File: src/rtl/mem_access_if.sv
// Data-bus port bundle for the ME stage.
// Request side is driven by the stage, response side by memory.
interface mem_access_if #(
    parameter int ADDR_W = 32
);
    logic              req;
    logic              we;
    logic [ADDR_W-1:0] addr;
    logic [3:0]        be;
    logic [31:0]       wdata;
    logic              gnt;
    logic              rvalid;
    logic [31:0]       rdata;

    modport master (
        output req, we, addr, be, wdata,
        input  gnt, rvalid, rdata
    );

    modport slave (
        input  req, we, addr, be, wdata,
        output gnt, rvalid, rdata
    );
endinterface

File: src/rtl/mem_access.sv
// RV32 memory-access stage: bus handshake, lane steering,
// load extraction and pass-through of non-memory results.
module mem_access #(
    parameter int ADDR_W  = 32,
    parameter int TIMEOUT = 255
) (
    input  logic        clk,
    input  logic        rst,
    input  logic        valid_i,
    input  logic        mem_rd_i,
    input  logic        mem_wr_i,
    input  logic [2:0]  funct3_i,
    input  logic [31:0] alu_res_i,
    input  logic [31:0] st_data_i,
    input  logic        rd_we_i,
    input  logic [4:0]  rd_waddr_i,
    output logic        rd_we_o,
    output logic [4:0]  rd_waddr_o,
    output logic [31:0] rd_data_o,
    output logic        stall_o,
    output logic        misalign_o,
    output logic        bus_err_o,
    mem_access_if.master dbus
);
    localparam logic [1:0] S_IDLE = 2'd0;
    localparam logic [1:0] S_REQ  = 2'd1;
    localparam logic [1:0] S_WAIT = 2'd2;

    localparam int CW = (TIMEOUT < 2) ? 1 : $clog2(TIMEOUT + 1);

    logic [1:0]        state_q, state_d;
    logic [CW-1:0]     cnt_q, cnt_d;
    logic [ADDR_W-1:0] addr_q, addr_d;
    logic [3:0]        be_q, be_d;
    logic [31:0]       wdata_q, wdata_d;
    logic              we_q, we_d;
    logic [2:0]        f3_q, f3_d;
    logic              rd_we_q, rd_we_d;
    logic [4:0]        rd_waddr_q, rd_waddr_d;

    logic              is_mem;
    logic              mis_in;
    logic [ADDR_W-1:0] addr_in;
    logic [3:0]        be_in;
    logic [31:0]       wdata_in;
    logic [31:0]       ld_sh;
    logic [31:0]       ld_data;
    logic              tmo;

    assign is_mem  = valid_i & (mem_rd_i | mem_wr_i);
    assign addr_in = {alu_res_i[ADDR_W-1:2], 2'b00};
    assign tmo     = (TIMEOUT != 0) && (cnt_q == CW'(TIMEOUT));
    assign ld_sh   = dbus.rdata >> {addr_q[1:0], 3'b000};

    // Access size decode: alignment, byte enables, lane-replicated data
    always_comb begin
        mis_in   = 1'b0;
        be_in    = 4'b1111;
        wdata_in = st_data_i;
        case (funct3_i[1:0])
            2'b00: begin
                be_in    = 4'b0001 << alu_res_i[1:0];
                wdata_in = {4{st_data_i[7:0]}};
            end
            2'b01: begin
                mis_in   = alu_res_i[0];
                be_in    = alu_res_i[1] ? 4'b1100 : 4'b0011;
                wdata_in = {2{st_data_i[15:0]}};
            end
            default: begin
                mis_in = |alu_res_i[1:0];
            end
        endcase
    end

    // Load extraction from the lane latched at request time
    always_comb begin
        ld_data = dbus.rdata;
        case (f3_q)
            3'b000:  ld_data = {{24{ld_sh[7]}}, ld_sh[7:0]};
            3'b001:  ld_data = {{16{ld_sh[15]}}, ld_sh[15:0]};
            3'b100:  ld_data = {24'd0, ld_sh[7:0]};
            3'b101:  ld_data = {16'd0, ld_sh[15:0]};
            default: ld_data = dbus.rdata;
        endcase
    end

    // Handshake FSM, next-state and output decode
    always_comb begin
        state_d    = state_q;
        cnt_d      = cnt_q;
        addr_d     = addr_q;
        be_d       = be_q;
        wdata_d    = wdata_q;
        we_d       = we_q;
        f3_d       = f3_q;
        rd_we_d    = rd_we_q;
        rd_waddr_d = rd_waddr_q;
        dbus.req   = 1'b0;
        dbus.we    = we_q;
        dbus.addr  = addr_q;
        dbus.be    = be_q;
        dbus.wdata = wdata_q;
        rd_we_o    = 1'b0;
        rd_waddr_o = rd_waddr_i;
        rd_data_o  = alu_res_i;
        stall_o    = 1'b0;
        misalign_o = 1'b0;
        bus_err_o  = 1'b0;
        case (state_q)
            S_IDLE: begin
                if (valid_i && !is_mem) begin
                    rd_we_o = rd_we_i;
                end else if (is_mem && mis_in) begin
                    misalign_o = 1'b1;
                end else if (is_mem) begin
                    dbus.req   = 1'b1;
                    dbus.we    = mem_wr_i;
                    dbus.addr  = addr_in;
                    dbus.be    = be_in;
                    dbus.wdata = wdata_in;
                    addr_d     = alu_res_i[ADDR_W-1:0];
                    be_d       = be_in;
                    wdata_d    = wdata_in;
                    we_d       = mem_wr_i;
                    f3_d       = funct3_i;
                    rd_we_d    = rd_we_i;
                    rd_waddr_d = rd_waddr_i;
                    cnt_d      = '0;
                    if (dbus.gnt && mem_wr_i) begin
                        state_d = S_IDLE;
                    end else if (dbus.gnt) begin
                        state_d = S_WAIT;
                        stall_o = 1'b1;
                    end else begin
                        state_d = S_REQ;
                        stall_o = 1'b1;
                    end
                end
            end
            S_REQ: begin
                dbus.req  = 1'b1;
                dbus.addr = {addr_q[ADDR_W-1:2], 2'b00};
                if (dbus.gnt && we_q) begin
                    state_d = S_IDLE;
                end else if (dbus.gnt) begin
                    state_d = S_WAIT;
                    cnt_d   = '0;
                    stall_o = 1'b1;
                end else if (tmo) begin
                    state_d   = S_IDLE;
                    bus_err_o = 1'b1;
                end else begin
                    cnt_d   = cnt_q + CW'(1);
                    stall_o = 1'b1;
                end
            end
            S_WAIT: begin
                rd_waddr_o = rd_waddr_q;
                if (dbus.rvalid) begin
                    rd_data_o = ld_data;
                    rd_we_o   = rd_we_q & (|rd_waddr_q);
                    state_d   = S_IDLE;
                end else if (tmo) begin
                    state_d   = S_IDLE;
                    bus_err_o = 1'b1;
                end else begin
                    cnt_d   = cnt_q + CW'(1);
                    stall_o = 1'b1;
                end
            end
            default: begin
                state_d = S_IDLE;
            end
        endcase
        if (rst) begin
            dbus.req   = 1'b0;
            rd_we_o    = 1'b0;
            stall_o    = 1'b0;
            misalign_o = 1'b0;
            bus_err_o  = 1'b0;
        end
        if (!valid_i && state_q == S_IDLE) begin
            rd_we_o = 1'b0;
        end
    end

    // State, timeout counter and latched access fields
    always_ff @(posedge clk) begin
        if (rst) begin
            state_q    <= S_IDLE;
            cnt_q      <= '0;
            addr_q     <= '0;
            be_q       <= '0;
            wdata_q    <= '0;
            we_q       <= 1'b0;
            f3_q       <= '0;
            rd_we_q    <= 1'b0;
            rd_waddr_q <= '0;
        end else begin
            state_q    <= state_d;
            cnt_q      <= cnt_d;
            addr_q     <= addr_d;
            be_q       <= be_d;
            wdata_q    <= wdata_d;
            we_q       <= we_d;
            f3_q       <= f3_d;
            rd_we_q    <= rd_we_d;
            rd_waddr_q <= rd_waddr_d;
        end
    end
endmodule

File: src/flat_wrapper.sv
// flat-port wrapper written by rule: the top's interface ports become plain ports
module mem_access_flat 
#(
    parameter int ADDR_W  = 32,
    parameter int TIMEOUT = 255
)
  (clk, rst, valid_i, mem_rd_i, mem_wr_i, funct3_i, alu_res_i, st_data_i, rd_we_i, rd_waddr_i, rd_we_o, rd_waddr_o, rd_data_o, stall_o, misalign_o, bus_err_o, dbus_req, dbus_we, dbus_addr, dbus_be, dbus_wdata, dbus_gnt, dbus_rvalid, dbus_rdata);
  mem_access_if #(.ADDR_W(ADDR_W)) dbus_i ();
  input  logic clk;
  input  logic rst;
  input  logic valid_i;
  input  logic mem_rd_i;
  input  logic mem_wr_i;
  input  logic [2:0] funct3_i;
  input  logic [31:0] alu_res_i;
  input  logic [31:0] st_data_i;
  input  logic rd_we_i;
  input  logic [4:0] rd_waddr_i;
  output logic rd_we_o;
  output logic [4:0] rd_waddr_o;
  output logic [31:0] rd_data_o;
  output logic stall_o;
  output logic misalign_o;
  output logic bus_err_o;
  output wire logic [$bits(dbus_i.req)-1:0] dbus_req;
  output wire logic [$bits(dbus_i.we)-1:0] dbus_we;
  output wire logic [$bits(dbus_i.addr)-1:0] dbus_addr;
  output wire logic [$bits(dbus_i.be)-1:0] dbus_be;
  output wire logic [$bits(dbus_i.wdata)-1:0] dbus_wdata;
  input wire logic [$bits(dbus_i.gnt)-1:0] dbus_gnt;
  input wire logic [$bits(dbus_i.rvalid)-1:0] dbus_rvalid;
  input wire logic [$bits(dbus_i.rdata)-1:0] dbus_rdata;
  assign dbus_req = dbus_i.req;
  assign dbus_we = dbus_i.we;
  assign dbus_addr = dbus_i.addr;
  assign dbus_be = dbus_i.be;
  assign dbus_wdata = dbus_i.wdata;
  assign dbus_i.gnt = dbus_gnt;
  assign dbus_i.rvalid = dbus_rvalid;
  assign dbus_i.rdata = dbus_rdata;
  mem_access #(.ADDR_W(ADDR_W), .TIMEOUT(TIMEOUT)) u_core (.clk(clk), .rst(rst), .valid_i(valid_i), .mem_rd_i(mem_rd_i), .mem_wr_i(mem_wr_i), .funct3_i(funct3_i), .alu_res_i(alu_res_i), .st_data_i(st_data_i), .rd_we_i(rd_we_i), .rd_waddr_i(rd_waddr_i), .rd_we_o(rd_we_o), .rd_waddr_o(rd_waddr_o), .rd_data_o(rd_data_o), .stall_o(stall_o), .misalign_o(misalign_o), .bus_err_o(bus_err_o), .dbus(dbus_i));
endmodule
File: config.mk
export PLATFORM = sky130hd
export DESIGN_NAME = mem_access_flat
export DESIGN_NICKNAME = d
export VERILOG_FILES = /design/src/rtl/mem_access_if.sv /design/src/rtl/mem_access.sv /design/src/flat_wrapper.sv
export SDC_FILE = /design/constraint.sdc
export NUM_CORES = 1
export LEC_CHECK = 0
export ABC_AREA = 1
export CORE_MARGIN = 2
export CORE_UTILIZATION = 25
export CTS_CLUSTER_DIAMETER = 150
export DETAILED_ROUTE_END_ITERATION = 6
export DONT_BUFFER_PORTS = 1
export RECOVER_POWER = 100
export SETUP_SLACK_MARGIN = 0.5
export SKIP_LAST_GASP = 1
export SLEW_MARGIN = 20
export SYNTH_ARGS = -nofsm -noshare
export SYNTH_HDL_FRONTEND = slang
export SYNTH_SLANG_ARGS = --single-unit
File: constraint.sdc
create_clock -name clk -period 3.7 [get_ports clk]
set_input_delay 1.11 -clock clk [delete_from_list [all_inputs] [get_ports clk]]
set_output_delay 1.11 -clock clk [all_outputs]
set_load 0.01 [all_outputs]
# Word level (Yosys, flattened, before mapping)
# Cells that the tools add are included.
totals:
  elab_cells: 117
  ram_bits: 0
  memories: 0
  regBits: 88
  romBits: 0
  latch_bits: 0
  out_inout_bits: 111
  in_bits: 112
op_classes:
  magnitude_cmp: 0
  n_bitwise: 5
  n_mux: 72
  n_reduce_logical: 16
  n_eq_ne: 12
  n_shift: 2
  div: 0
  n_mul: 0
  add_sub_neg: 1
ops:
  columns: ["operator", "count"]
  rows:
  - ["two-way mux 32 bit", 9]
  - ["one-hot mux 32 bit (2 select lines)", 2]
  - ["one-hot mux 32 bit (4 select lines)", 1]
  - ["two-way mux 8 bit", 7]
  - [">> shifter 32 x 5 -> 16 bit", 1]
  - ["two-way mux 1 bit", 30]
  - ["one-hot mux 8 bit (3 select lines)", 1]
  - ["two-way mux 4 bit", 5]
  - ["two-way mux 2 bit", 9]
  - ["adder 8 x 1 -> 8 bit (second input constant)", 1]
  - ["equality test 8 bit (second input constant)", 1]
  - ["!= test 2 bit (second input constant)", 4]
  - ["one-hot mux 1 bit (2 select lines)", 4]
  - ["one-hot mux 4 bit (2 select lines)", 1]
  - ["equality test 3 bit (second input constant)", 2]
  - ["one-hot mux 2 bit (3 select lines)", 1]
  - ["AND reduction 6 bit", 1]
  - ["logical AND 1 bit", 5]
  - ["two-way mux 5 bit", 1]
  - ["OR reduction 5 bit", 1]
  - ["equality test 2 x 1 -> 1 bit (second input constant)", 2]
  - ["logical NOT 2 bit", 2]
  - ["AND reduction 4 bit", 1]
  - ["left shift 1 x 2 -> 4 bit (first input constant)", 1]
  - ["other kinds (12)", 15]

# Depth between registers and ports, before layout
logic_depth:
  ltp_word: 8
  mapped_depth: 10
  ltp_nobuf: 10

# Worst setup path before layout
# OpenSTA, ideal clock, no wires.
synth_timing:
  kind: "input to output"
  startpoint: "input port funct3_i[1]"
  endpoint: "output port dbus_addr[2]"
  required_ns: 2.590
  arrival_ns: 2.109
  setup_slack_ns: 0.481
  path_buffers: 2
  cell_stages: 8
  cell_sequence: "inv_2 nand2_4 nand2_2 nand3_2 buf_6 buf_2 o21ai_0 o21ai_0"
synth_between:
  elab_chain_len: 6
  word_cells_on_any_way: 7
  cone_classes: "eq/ne: 1; mux: 4; reduce/logical: 2"
synth_rtl:
  columns: ["item", "line", "source"]
  rows:
  - ["start, declared", "flat_wrapper.sv:14", "input logic [2:0] funct3_i;"]
  - ["equality test 2 x 1 -> 1 bit or logical NOT 2 bit (tied branches)", "mem_access.sv:60", "case (funct3_i[1:0])"]
  - ["one-hot mux 1 bit (2 select lines) *", "mem_access.sv:60", null]
  - ["logical AND 1 bit *", "mem_access.sv:114", "end else if (is_mem && mis_in) begin"]
  - ["two-way mux 32 bit *", "mem_access.sv:114", null]
  - ["two-way mux 32 bit *", "mem_access.sv:112", "if (valid_i && !is_mem) begin"]
  - ["one-hot mux 32 bit (2 select lines) *", "mem_access.sv:110", "case (state_q)"]
  - ["end, declared", "flat_wrapper.sv:27", "output wire logic [$bits(dbus_i.addr)-1:0] dbus_addr;"]
# Mark *: on every way between the ends. The rest lies on a longest branch, timed or not.

# Final worst setup path
layout_timing:
  startpoint: "input port funct3_i[0]"
  endpoint: "output port dbus_addr[2]"
# The elaborated chain is that of the path after synthesis.

==> results.txt <==
outcome -> complete, no violations
Worst path max stage delay -> 0.19 ns
buffer and inverter count on the worst path -> 4
Area contributors post-synth -> dfxtp_1 (33%), nand2_1 (17%), o21ai_0 (13%)
# rows -> 53
I/O Pins -> 223
DP Worst Slack -> 0.238 ns
Setup-failing EPs final -> 0
core area -> 21000 sq um
vias in the first global route -> 5422
nets -> 1045
Synth Net Count -> 1013
CTS root buffer -> clkbuf_16
maximum vdd drop -> 229 uV
CP required -> 2.59 ns
critical path's slowest cell -> o21ai_0
RePlAce Congestion -> 0.896
grt ovf -> 0
crit start category -> input port
pwr dens -> 418 nW/um^2
Post-synth EDFFs -> 0
Tmin final -> 3.41 ns
largest net degree at the start of global routing -> 74
post-synth top area share -> 0.329
kind of cell adding the most delay to the critical path -> buffers and inverters
Mapped Area -> 5360 sq um
First-pass DRT Iterations -> 5
hold_ws -> 0.475 ns
WP data arrival -> 2.30 ns
Port Buffer Count -> 0
Via density -> 5.00
number of buffers created by CTS -> 9
post-DP HPWL -> 14600 um
post-synthesis sequential area ratio -> 0.329
Final WS setup -> 0.292 ns
fmax -> 293 MHz
worst-margin pin slew -> 0.475 ns
Post-DRT Antenna Nets -> 0
first-pass GRT wire length -> 30200 um
initial antenna violation count -> 2
WL/cell -> 17.8 um
fraction of layout cells with a size suffix above 1 -> 0.197
Final period util -> 0.921
pins over their slew limit -> 0
Synth warnings -> 0
synthesized instance count -> 896
Worst setup EP type -> primary output
total power -> 2.93 mW
Initial Utilization -> 0.255
Final Hold Vio Count -> 0
P&R area growth vs syn -> 30.4%
Max-cap violations -> 0
clock latency on the worst-skew pair -> 0.36 ns
DRT Wirelength -> 21600 um
H-tree Lvls -> 3
Post-synth top flop -> dfxtp_1
worst-path cell chain -> clkinvlp_2, nand2_8, nand2_4, nand3_4, buf_6, buf_8, buf_4, nand2_1, o21ai_4, o21ai_0
post-synth top area cell -> dfxtp_1
Worst Clk Skew -> 0.0117 ns
drt first-iter violations -> 346
Overall Global Routing Usage -> 0.175
top post-synthesis cells by count -> nand2_1 (238), o21ai_0 (136), nor2_1 (112), inv_1 (111), dfxtp_1 (88)
Worst-path clk slew -> 0.08 ns
Pleak -> 3.16 nW
CTS tree -> built
RSZ-0062 raised after global routing -> yes
ys async rst share -> 0
clk buf depth -> 2
die area -> 22600 sq um
die height -> 150 um
post-synthesis cell type count -> 31
via count -> 6040
Remaining DRCs -> 0
FF+latch count, synth -> 88
Slew headroom -> 0.680
setup_tns -> 0 ns
Setup CP Type -> input port to primary output
# clock sinks -> 88
CP Max Fanout -> 6
class of the worst hold path -> flop to flop
Synth Area per Inst -> 5.99 sq um
die width -> 150 um
Final Core Density -> 0.333
most common cell in the netlist -> nand2_1
[state kept, by name, indices dropped and copies added, names as in the netlist, 2 cells and up]
| name | flops |
|---|---|
| u_core.be_q | 4 |
| u_core.addr_q | 32 |
| u_core.f3_q | 3 |
| u_core.rd_waddr_q | 5 |
| u_core.state_q | 2 |
| u_core.cnt_q | 8 |
| u_core.wdata_q | 32 |
[cells by family (layout without fill, tap and decap cells)]
family	after synthesis	count (layout)	synth area share
xor gates and xnor gates	2	2	0.00327
AOI/OAI and AO/OA	232	232	0.229
other	0	1	0
and+or+nand+nor	400	401	0.301
adders and majority gates	5	5	0.0117
buffers and inverters	169	205	0.127
DFF	88	88	0.329
[report_power, final]
group	switching, mW	total [mW]	internal (mW)	leakage, nW
clock	0.452	0.992	0.540	0.154
sequential	0.0409	1.06	1.02	0.721
combinational	0.556	0.871	0.315	2.29
total	1.05	2.93	1.88	3.16
[worst paths after layout]
path                            slack [ns]  cells past startpoint                            to                            from
worst max-delay path                  0.29                     10                  dbus_addr[2]                     funct3_i[0]
worst min-delay path                  0.47                      2  u_core.wdata_q[3]$_SDFF_PP0_    u_core.wdata_q[3]$_SDFF_PP0_
worst max register to register        1.56                     10  u_core.cnt_q[5]$_SDFFE_PP0P_  u_core.state_q[0]$_SDFFE_PP0P_
worst min register to register        0.47                      2  u_core.wdata_q[3]$_SDFF_PP0_    u_core.wdata_q[3]$_SDFF_PP0_
[cell usage in the layout (no fill, tap or decap), types with 7 or more instances in the layout]
master / n
nand2_1: 213
nor2_1: 110
inv_1: 100
o21ai_0: 96
dfxtp_1: 85
a21oi_1: 48
o21ai_2: 30
buf_4: 28
nand3_1: 25
nand2_2: 22
o22ai_1: 17
clkbuf_16: 14
o21ai_4: 12
clkbuf_1: 12
inv_2: 11
o211ai_1: 10
a31oi_1: 10
clkbuf_4: 10
nand2_4: 7
[final cells by class]
| class | instances | area (sq um) |
|---|---|---|
| multi-input cells | 640 | 3390 |
| clock inverters | 7 | 92.6 |
| well taps | 275 | 344 |
| flip-flops and latches | 88 | 1770 |
| repair buffers | 68 | 693 |
| inverters | 121 | 475 |
| diodes | 1 | 2.50 |
| clock buffers | 9 | 225 |
| fillers | 2310 | 14000 |
[per-layer routing]
metal	global-route usage	share of wire	vias to the layer above
met3	0.0479	0.069	43
li1	-	-	2942
met4	0.0684	0.031	2
met5	0	0.00088	-
met2	0.292	0.47	233
met1	0.212	0.43	2820
[stage by stage]
step / cells / area (sq um)
after floorplan: 896 / 5360
after global placement: 1155 / 5770
after detailed placement: 1155 / 5770
after CTS: 1188 / 6630
after global routing: 1208 / 6990
final: 1209 / 6990
[worst min-delay path: cells and delay by family (launching register included)]
family	cells	cell delay [ns]
AND/OR/NAND/NOR	1	0.07
flip-flops	1	0.30
AO/OA/AOI/OAI	1	0.06
[repair_timing]
| item | in CTS | in global routing |
|---|---|---|
| buffers inserted | 14 | 14 |
| pin swaps | 7 | 3 |
| hold buffers | 0 | 0 |
| gates cloned | 3 | 6 |
| endpoints found under the setup margin | 101 | 102 |
| gates resized for setup | 142 | 119 |
Power figures use the tool's default switching activity.
